[config.mk]
export PLATFORM = sky130hd
export DESIGN_NAME = al_bus_arbiter
export DESIGN_NICKNAME = d
export VERILOG_FILES = /design/src/rtl/al_bus_arbiter.sv
export SDC_FILE = /design/constraint.sdc
export NUM_CORES = 1
export LEC_CHECK = 0
export ABC_AREA = 0
export BUFFER_PORTS_ARGS = -buffer_cell sky130_fd_sc_hd__buf_2
export CAP_MARGIN = 20
export CORE_AREA = 2 2 106 108
export CTS_CLUSTER_SIZE = 30
export DETAILED_ROUTE_END_ITERATION = 8
export DIE_AREA = 0 0 108 110
export GPL_ROUTABILITY_DRIVEN = 0
export PLACE_DENSITY = 0.7
export SLEW_MARGIN = 30
export SYNTH_ARGS = -nofsm -noshare
export SYNTH_HDL_FRONTEND = slang
export SYNTH_SLANG_ARGS = --single-unit
[constraint.sdc]
create_clock -name clk -period 2.67 [get_ports clk]
set_input_delay 0.4005 -clock clk [delete_from_list [all_inputs] [get_ports clk]]
set_output_delay 0.4005 -clock clk [all_outputs]
set_load 0.01 [all_outputs]
[src/rtl/al_bus_arbiter.sv]
// Two-master arbiter for the AL register bus: round-robin write grant with bounded hold,
// round-robin read-address arbitration, and an ID FIFO that routes read data back in order.
module al_bus_arbiter #(
  parameter int AL_BUS_WIDTH = 12,
  parameter int MAX_HOLD     = 16,
  parameter int OUTST_LOG2   = 2
) (
  input  logic                    clk,
  input  logic                    rst_n,
  input  logic [AL_BUS_WIDTH-3:0] s0_al_waddr,
  input  logic [31:0]             s0_al_wdata,
  input  logic                    s0_al_wvalid,
  output logic                    s0_al_wready,
  input  logic [AL_BUS_WIDTH-3:0] s0_al_araddr,
  input  logic                    s0_al_arvalid,
  output logic                    s0_al_arready,
  output logic [31:0]             s0_al_rdata,
  output logic                    s0_al_rvalid,
  input  logic                    s0_al_rready,
  input  logic [AL_BUS_WIDTH-3:0] s1_al_waddr,
  input  logic [31:0]             s1_al_wdata,
  input  logic                    s1_al_wvalid,
  output logic                    s1_al_wready,
  input  logic [AL_BUS_WIDTH-3:0] s1_al_araddr,
  input  logic                    s1_al_arvalid,
  output logic                    s1_al_arready,
  output logic [31:0]             s1_al_rdata,
  output logic                    s1_al_rvalid,
  input  logic                    s1_al_rready,
  output logic [AL_BUS_WIDTH-3:0] m_al_waddr,
  output logic [31:0]             m_al_wdata,
  output logic                    m_al_wvalid,
  input  logic                    m_al_wready,
  output logic [AL_BUS_WIDTH-3:0] m_al_araddr,
  output logic                    m_al_arvalid,
  input  logic                    m_al_arready,
  input  logic [31:0]             m_al_rdata,
  input  logic                    m_al_rvalid,
  output logic                    m_al_rready,
  output logic                    rd_orphan,
  output logic [1:0]              o_dbg_wstate
);

  // Handshake rule on every channel: a beat transfers on a clock edge where valid and
  // ready are both high; a master holds valid and its payload stable until that edge.

  localparam int DEPTH = 1 << OUTST_LOG2;
  localparam logic [7:0]            HOLD_MAX = 8'(MAX_HOLD);
  localparam logic [OUTST_LOG2:0]   CNT_ONE  = (OUTST_LOG2+1)'(1);
  localparam logic [OUTST_LOG2:0]   CNT_FULL = (OUTST_LOG2+1)'(DEPTH);
  localparam logic [OUTST_LOG2-1:0] PTR_ONE  = (OUTST_LOG2)'(1);

  typedef enum logic [1:0] {
    W_IDLE = 2'd0,
    W_S0   = 2'd1,
    W_S1   = 2'd2
  } wstate_t;

  wstate_t r_wstate;
  wstate_t w_wnext;
  wstate_t w_oth_state;
  logic    r_wlast;
  logic    w_wlast_next;
  logic [7:0] r_hold_cnt;
  logic [7:0] w_hold_next;
  logic [7:0] w_hold_inc;
  logic    w_cur_v;
  logic    w_oth_v;
  logic    w_cur_id;

  assign w_hold_inc   = r_hold_cnt + 8'd1;
  assign o_dbg_wstate = r_wstate;

  always_ff @(posedge clk or negedge rst_n) begin
    if (!rst_n) begin
      r_wstate   <= W_IDLE;
      r_wlast    <= 1'b1;
      r_hold_cnt <= 8'd0;
    end else begin
      r_wstate   <= w_wnext;
      r_wlast    <= w_wlast_next;
      r_hold_cnt <= w_hold_next;
    end
  end

  always_comb begin
    w_wnext      = r_wstate;
    w_wlast_next = r_wlast;
    w_hold_next  = r_hold_cnt;
    w_cur_v      = 1'b0;
    w_oth_v      = 1'b0;
    w_oth_state  = W_IDLE;
    w_cur_id     = 1'b0;
    m_al_wvalid  = 1'b0;
    m_al_waddr   = s0_al_waddr;
    m_al_wdata   = s0_al_wdata;
    s0_al_wready = 1'b0;
    s1_al_wready = 1'b0;
    case (r_wstate)
      W_S0: begin
        w_cur_v      = s0_al_wvalid;
        w_oth_v      = s1_al_wvalid;
        w_oth_state  = W_S1;
        w_cur_id     = 1'b0;
        m_al_wvalid  = s0_al_wvalid;
        s0_al_wready = m_al_wready;
      end
      W_S1: begin
        w_cur_v      = s1_al_wvalid;
        w_oth_v      = s0_al_wvalid;
        w_oth_state  = W_S0;
        w_cur_id     = 1'b1;
        m_al_wvalid  = s1_al_wvalid;
        m_al_waddr   = s1_al_waddr;
        m_al_wdata   = s1_al_wdata;
        s1_al_wready = m_al_wready;
      end
      default: ;
    endcase

    if (r_wstate == W_IDLE) begin
      if (s0_al_wvalid && s1_al_wvalid) w_wnext = r_wlast ? W_S0 : W_S1;
      else if (s0_al_wvalid)            w_wnext = W_S0;
      else if (s1_al_wvalid)            w_wnext = W_S1;
    end else if (r_wstate != W_S0 && r_wstate != W_S1) begin
      w_wnext = W_IDLE;
    end else if (!w_cur_v) begin
      w_wnext      = w_oth_v ? w_oth_state : W_IDLE;
      w_wlast_next = w_cur_id;
      w_hold_next  = 8'd0;
    end else if (m_al_wready) begin
      // Hold limit reached: yield only if the other master wants the bus.
      if (w_hold_inc == HOLD_MAX) begin
        w_hold_next = 8'd0;
        if (w_oth_v) begin
          w_wnext      = w_oth_state;
          w_wlast_next = w_cur_id;
        end
      end else begin
        w_hold_next = w_hold_inc;
      end
    end
  end

  logic                  r_fifo [DEPTH];
  logic [OUTST_LOG2-1:0] r_wptr;
  logic [OUTST_LOG2-1:0] r_rptr;
  logic [OUTST_LOG2:0]   r_count;
  logic                  r_arlast;
  logic                  r_ar_lock;
  logic                  r_ar_sel_q;
  logic                  r_orphan;
  logic                  w_fifo_empty;
  logic                  w_fifo_full;
  logic                  w_head;
  logic                  w_head_rready;
  logic                  w_pop;
  logic                  w_push;
  logic                  w_ar_pick;
  logic                  w_ar_sel;

  assign w_fifo_empty  = (r_count == '0);
  assign w_head        = r_fifo[r_rptr];
  assign w_head_rready = w_head ? s1_al_rready : s0_al_rready;
  assign w_pop         = m_al_rvalid & ~w_fifo_empty & w_head_rready;
  // A pop in the same cycle frees a slot, so a full FIFO can still take a new read.
  assign w_fifo_full   = (r_count == CNT_FULL) & ~w_pop;

  assign w_ar_pick     = (s0_al_arvalid & s1_al_arvalid) ? ~r_arlast : s1_al_arvalid;
  assign w_ar_sel      = r_ar_lock ? r_ar_sel_q : w_ar_pick;
  assign m_al_arvalid  = (s0_al_arvalid | s1_al_arvalid) & ~w_fifo_full;
  assign m_al_araddr   = w_ar_sel ? s1_al_araddr : s0_al_araddr;
  assign s0_al_arready = m_al_arvalid & m_al_arready & ~w_ar_sel;
  assign s1_al_arready = m_al_arvalid & m_al_arready & w_ar_sel;
  assign w_push        = m_al_arvalid & m_al_arready;

  assign s0_al_rdata   = m_al_rdata;
  assign s1_al_rdata   = m_al_rdata;
  assign s0_al_rvalid  = m_al_rvalid & ~w_fifo_empty & ~w_head;
  assign s1_al_rvalid  = m_al_rvalid & ~w_fifo_empty & w_head;
  assign m_al_rready   = w_fifo_empty | w_head_rready;
  assign rd_orphan     = r_orphan;

  always_ff @(posedge clk or negedge rst_n) begin
    if (!rst_n) begin
      for (int i = 0; i < DEPTH; i++) r_fifo[i] <= 1'b0;
      r_wptr     <= '0;
      r_rptr     <= '0;
      r_count    <= '0;
      r_arlast   <= 1'b1;
      r_ar_lock  <= 1'b0;
      r_ar_sel_q <= 1'b0;
      r_orphan   <= 1'b0;
    end else begin
      r_ar_lock  <= m_al_arvalid & ~m_al_arready;
      r_ar_sel_q <= w_ar_sel;
      r_orphan   <= m_al_rvalid & w_fifo_empty;
      if (w_push) begin
        r_fifo[r_wptr] <= w_ar_sel;
        r_wptr         <= r_wptr + PTR_ONE;
        r_arlast       <= w_ar_sel;
      end
      if (w_pop) r_rptr <= r_rptr + PTR_ONE;
      if (w_push && !w_pop)      r_count <= r_count + CNT_ONE;
      else if (!w_push && w_pop) r_count <= r_count - CNT_ONE;
    end
  end

endmodule

==> qor.txt, run 1 <==
Status - finished clean
WP buf/inv - 2
Final instance area - 0.003304 mm²
Die Y-Extent - 110 µm
Top post-synthesis cells by count - buf_4, mux2_2, dfrtp_1
Seq/Total Area, Yosys - 24.83%
CTS Hold Bufs - 0
Largest stage delay on the critical path - 560 ps
Area grow syn2layout - 25.64%
Synthesized cell area - 0.002630 mm²
Initial antenna violation count - 5
Max clock buf depth - 2
Rel. slew slack - 58.88%
DRC - 0
Critical path cell sequence - mux4_2 > mux2i_2 > o211a_4 > nor2_4 > buf_6 > and2_1 > buf_2
Row cnt - 38
Ys async rst share - 100.0%
TritonCTS buffer count - 3
Cell Area, Placed - 0.003214 mm²
Core box area - 0.01070 mm²
Top FF cell, synth - dfrtp_1
Storage cell area - 653.1 µm²
Distinct cells, synth - 43
Yosys warning total - 0
Post-synthesis area per instance - 9.196 µm²
Max cap viols - 0
Synth Instances - 286
Yosys reg bits - 26
Post-detail-place hpwl - 6906 µm
Initial Util - 24.58%
Count leader, synth - buf_4
Root Buffer Master - clkbuf_8
H-tree depth - 1
DP Cell Count - 536
Clk_lat worst skew - 270 ps
PortBufs - 178
Largest net degree at the start of global routing - 49
Vias per cell - 4.373
Clk sinks - 26
Vias in the first global route - 2188
Yosys top cell area share - 23.55%
Leakage - 1.695 nW
Clock Skew - 1.931 ps
Post-route ant nets - 0
Capturing point of the worst reg2reg path - r_count[2]$_DFFE_PN0P_
DR pass1 iterations - 4
R2R Setup Slk - 70 ps
Tmin final - 2601 ps
RSZ-0062 raised after global routing - yes
Crit path from - r_rptr[0]$_DFFE_PN0P_
Die area - 0.01188 mm²
Setup_tns - 0 ps
Cell taking the most area after synthesis - mux2_2
Footprint of the multi-input gates - 0.001420 mm²
FF-to-FF Start - r_rptr[0]$_DFFE_PN0P_
Worst EP required - 2270 ps
CP endpoint kind - output port
Kind of critical path - flip-flop to output port
Worst Max-Slew Pin Slew - 616.8 ps
Total track usage - 11.96%
Worst EP arrival - 2200 ps
Final non-filler cell total - 544
Crit-path max FO - 13
Crit path to - s0_al_arready
Crit share post-route - 97.42%
Setup Viol. Count Final - 0
Slew Limit Fails - 0
Chip Width - 108 µm
Total grt overflow - 0
Setup ws final - 68.93 ps
Clk slew on worst S/H paths - 90 ps
CP max stage cell - mux4_2
Hold WC Path Type - input port to asynchronous set/reset pin
Worst path depth - 7
Syn Nets - 444
VDD IR-drop max - 0.3430 mV
Max Freq - 384.5 MHz
Startpoint Class - flip-flop
I/O Pins - 275
DRT iter0 DRCs - 132
Vias - 2379
CTS tree - yes
Share of layout cells above drive strength 1 - 62.34%
Dominant cells by area after synthesis - mux2_2, dfrtp_1, buf_4
P per Cell Area - 881.4 mW/mm²
Wirelength per Cell - 14.89 µm
Pwr Total - 0.002913 W
Post-synth EDFFs - 0
# nets final - 560
CP delay by family, top - multiplexers
First-pass GRT wire length - 11260 µm
Post-Place Worst Slack - 38.45 ps
Fillers - 1150
Reg2Reg Depth - 10
Final Hold Vio Count - 0
Routed WL - 8102 µm
==> cell type report <==
cell class                 count  share of cell area, %
timing repair buffer         184                  28.44
sequential                    26                  19.77
tap                          140                  5.301
multi-input combinational    177                  42.98
inverter                      10                  1.136
clock inverter                 1                 0.9087
clock buffer                   3                  1.250
antenna                        3                 0.2272
==> through the flow <==
| step | hold slack [ps] | utilization (%) |
|---|---|---|
| after detailed placement | 448.5 | 30.05 |
| final | 134.2 | 30.89 |
| after global routing | 179.0 | 30.84 |
| after floorplan | 104.9 | - |
| after CTS | 148.5 | 30.78 |
| after global placement | 440.8 | 30.05 |
==> per-layer routing <==
layer | vias up | track usage, % | wire length [µm]
met5 | - | 0 | 7
met1 | 1138 | 17.47 | 3751
li1 | 1162 | - | -
met3 | 10 | 3.998 | 564
met4 | 2 | 2.839 | 60
met2 | 67 | 16.85 | 3718
==> logic make-up (layout without fill, tap and decap cells) <==
family,count (synthesis),in the layout,share of synthesized area [%]
multiplexers,58,58,25.31
adder cells (fa/ha/maj),11,11,5.519
buffers and inverters,83,198,21.27
flip-flops,26,26,24.83
AO/OA/AOI/OAI,42,42,9.848
XOR/XNOR,6,6,1.998
other,0,3,0
AND/OR/NAND/NOR,60,60,11.23
==> flip-flops by register name, summed over array words and instances, names as in the netlist <==
signal        count
r_rptr            2
r_fifo            4
r_ar_lock         1
r_hold_cnt        8
o_dbg_wstate      2
r_arlast          1
r_wptr            2
r_count           3
rd_orphan         1
r_ar_sel_q        1
r_wlast           1
==> cell usage in the layout (no fill, tap or decap), drive strengths merged, types with 2 or more instances in the layout <==
master	netlist	routed
diode	0	3
clkbuf	5	3
and3	4	4
xnor2	3	3
o211a	2	2
buf	68	184
xor2	3	3
mux2	55	55
inv	10	10
a31oi	4	4
a21o	2	2
mux2i	2	2
dfstp	2	2
o31ai	2	2
a21oi	10	10
and2	3	3
ha	10	10
nand2b	2	2
o21ai	17	17
nor2	17	17
nand2	17	17
dfrtp	24	24
nor3	3	3
nand4	3	3
nand3	5	5
==> timing repair <==
item,in CTS,in global routing
resized for setup,0,1
endpoints found under the setup margin,1,2
endpoints found under the hold margin,0,0
buffers inserted,1,0
==> how the worst min path moves through the flow <==
| stage | endpoint | cells after the start | slack, ps | from |
|---|---|---|---|---|
| after floorplan | o_dbg_wstate[0]$_DFFE_PN0P_ | 0 | 100 | rst_n |
| after global routing | r_count[2]$_DFFE_PN0P_ | 1 | 180 | rst_n |
| after CTS | r_count[2]$_DFFE_PN0P_ | 1 | 150 | rst_n |
| after detailed placement | r_count[0]$_DFFE_PN0P_ | 1 | 450 | rst_n |
| after global placement | rd_orphan$_DFF_PN0_ | 1 | 440 | rst_n |
| final | r_rptr[0]$_DFFE_PN0P_ | 1 | 130 | rst_n |
==> power by group <==
group	leakage [nW]	switching, W	internal, W	total (W)
registers	0.324	0.000107	0.000537	0.000644
logic	1.34	0.000991	0.000947	0.00194
clock network	0.0357	0.000130	0.000201	0.000331
total	1.70	0.00123	0.00168	0.00291
No activity file was read; power rests on OpenSTA's default activity.
==> run 2: changes to the inputs <==
Settings changed: BUFFER_PORTS_ARGS -buffer_cell sky130_fd_sc_hd__buf_2 to unset, CORE_AREA 2 2 106 108 to 2 2 105 107, DIE_AREA 0 0 108 110 to 0 0 107 109, DONT_BUFFER_PORTS set to 1, PLACE_DENSITY 0.7 to 0.48, SETUP_SLACK_MARGIN set to 0.5.
==> run 2 against run 1 <==
Flip-flop and latch count did not move. Sequential power rose by 3.9%. First-iteration DRC count fell by 29%. Combinational power fell by 6%. Count of clock-buffer cells in the layout did not move. Routed wire length fell by 14%. Final cell count fell by 31%. Worst setup slack improved by 110 ps. Via count fell by 26%. Register-to-register slack improved by 110 ps. Total power fell by 2.9%. Critical path type is now flip-flop to flip-flop. Largest cell class unchanged. Largest power group unchanged.
==> qor.txt, run 2 (synthesis gave the netlist of run 1 again) <==
Setup_tns - 0 ps (unchanged)
Most common cell after layout, fill and taps aside - mux2_2
Worst Max-Slew Pin Slew - 629.8 ps (+12.94 ps)
Rel. slew slack - 57.57% (-1.3 points)
Hold-critical path endpoint - r_ar_lock$_DFF_PN0_
Footprint of the multi-input gates - 0.001486 mm² (+4.7%)
Die area - 0.01166 mm² (-1.8%)
Core box area - 0.01060 mm² (-0.89%)
First-pass GRT wire length - 9694 µm (-14%)
H-tree depth - 1 (unchanged)
Capturing point of the worst reg2reg path - r_count[2]$_DFFE_PN0P_
Largest regs - r_hold_cnt: 8 flops, r_fifo: 4 flops, r_count: 3 flops
Leakage - 1.047 nW (-38%)
R2R Setup Slk - 180 ps (+110 ps)
Crit-path max FO - 3 (-10)
Setup Viol. Count Final - 0 (unchanged)
Fillers - 1115 (-3.0%)
Vias in the first global route - 1662 (-24%)
Max clock buf depth - 2 (unchanged)
CP endpoint kind - flip-flop
Biggest register - r_hold_cnt
Post-route ant nets - 0 (unchanged)
I/O Pins - 275 (unchanged)
Vias per cell - 4.706 (+7.6%)
Max reg flops - 8 (unchanged)
VDD IR-drop max - 0.4244 mV (+24%)
Total track usage - 10.90% (-1.1 points)
Chip Width - 107 µm (-0.93%)
Share of layout cells above drive strength 1 - 40.52% (-22 points)
Vias - 1760 (-26%)
Max cap viols - 0 (unchanged)
Worst EP required - 2830 ps (+560 ps)
Wirelength per Cell - 18.72 µm (+26%)
Max Freq - 401.0 MHz (+4.3%)
Area grow syn2layout - -0.7613%
DR pass1 iterations - 4 (unchanged)
Slew Limit Fails - 0 (unchanged)
DRC - 0 (unchanged)
Worst EP arrival - 2660 ps (+460 ps)
Hold WC Path Type - input port to flip-flop
Row cnt - 38 (unchanged)
Storage cell area - 655.6 µm² (+0.38%)
Post-detail-place hpwl - 5673 µm (-18%)
Status - finished clean
Tmin final - 2494 ps (-107.4 ps)
Highest-count cells in the layout ignoring fill and taps - mux2_2, dfrtp_1, nand2_1, nor2_1, o21ai_0
Initial Util - 24.81% (+0.22 points)
Total grt overflow - 0 (unchanged)
FF-to-FF Start - r_rptr[0]$_DFFE_PN0P_
Root Buffer Master - clkbuf_8
Final non-filler cell total - 374 (-31%)
Die Y-Extent - 109 µm (-0.91%)
Clk slew on worst S/H paths - 100 ps (about the same)
Kind of critical path - flip-flop to flip-flop
Pwr Total - 0.002828 W (-2.9%)
Routed WL - 7000 µm (-14%)
# nets final - 391 (-30%)
Reg2Reg Depth - 10 (unchanged)
Crit share post-route - 93.40% (-4.0 points)
TritonCTS buffer count - 3 (unchanged)
PortBufs - 0 (-100%)
Largest net degree at the start of global routing - 27 (-45%)
Clock Skew - 1.387 ps (-0.5441 ps)
Final Hold Vio Count - 0 (unchanged)
Hold Path Origin - m_al_arready
CTS tree - yes
Clk_lat worst skew - 270 ps (about the same)
RSZ-0062 raised after global routing - yes
Clk sinks - 26 (unchanged)
Min-Delay Path Depth - 1
DRT iter0 DRCs - 94 (-29%)
DP Cell Count - 360 (-33%)
P per Cell Area - 1083 mW/mm² (+23%)
Startpoint Class - flip-flop
Initial antenna violation count - 5 (unchanged)
-- run 2: changes by cell type in the layout (fill, tap and decap cells not counted), sizes merged --
| cell | before | now |
|---|---|---|
| buf | 184 | 14 |
| clkinvlp | 0 | 1 |
| diode | 3 | 2 |
| dlygate4sd3 | 0 | 1 |
| inv | 10 | 9 |
-- run 2: how the worst max path moves through the flow --
stage,start,endpoint,slack [ps]
detailed placement,r_rptr[0]$_DFFE_PN0P_,r_count[2]$_DFFE_PN0P_,100
floorplan,r_rptr[0]$_DFFE_PN0P_,r_count[2]$_DFFE_PN0P_,70
CTS,r_rptr[0]$_DFFE_PN0P_,r_count[2]$_DFFE_PN0P_,140
global placement,r_rptr[0]$_DFFE_PN0P_,r_count[2]$_DFFE_PN0P_,160
finish,r_rptr[0]$_DFFE_PN0P_,r_count[2]$_DFFE_PN0P_,180
global route,r_rptr[0]$_DFFE_PN0P_,r_count[2]$_DFFE_PN0P_,50
-- run 2: repair_timing --
| item | in CTS | in global routing |
|---|---|---|
| buffers inserted | 5 | 0 |
| hold endpoints to repair | 26 | 0 |
| resized for setup | 17 | 6 |
| pin swaps | 1 | 2 |
| hold buffers | 2 | 0 |
| cloned | 1 | 0 |
| setup endpoints to repair | 52 | 26 |
-- run 2: final cells by class --
cell class / instances / share of cell area (%)
Antenna cell: 2 / 0.1918
Clock buffer: 3 / 1.582
Timing Repair Buffer: 15 / 6.711
Tap cell: 140 / 6.711
Sequential cell: 26 / 25.12
Inverter: 10 / 1.582
Multi-Input combinational cell: 177 / 56.95
Clock inverter: 1 / 1.151
-- run 2: worst max-delay path: stages (launching register included) --
cell and delay (ps):
dfrtp_1 380, mux4_2 530, mux2i_2 190, o211a_4 270, nor2_4 120, ha_4 150, inv_2 40, fa_2 330
xor2_1 150, nor2_1 70, xor2_1 150
-- run 2: metal layers --
layer	track usage [%]	part of all wire (%)
met5	0	0.37
met3	4.603	10
met2	14.01	42
met4	2.783	0.96
met1	16.33	46
-- run 2: through the flow --
step	instance area, µm²	hold WS [ps]	utilization (%)	setup slack (ps)
2_1_floorplan	2649	104.9	-	68.99
3_3_place_gp	2357	105.5	22.23	160.6
3_5_place_dp	2357	105.7	22.23	103.9
4_1_cts	2592	182.1	24.45	141.1
5_1_grt	2608	172.5	24.59	48.98
6_report	2610	191.4	24.62	176.3
-- run 2: where the power goes --
part / switching, W / internal [W]
sequential: 0.000129 / 0.000540
clock: 0.000132 / 0.000201
combinational: 0.000950 / 0.000875
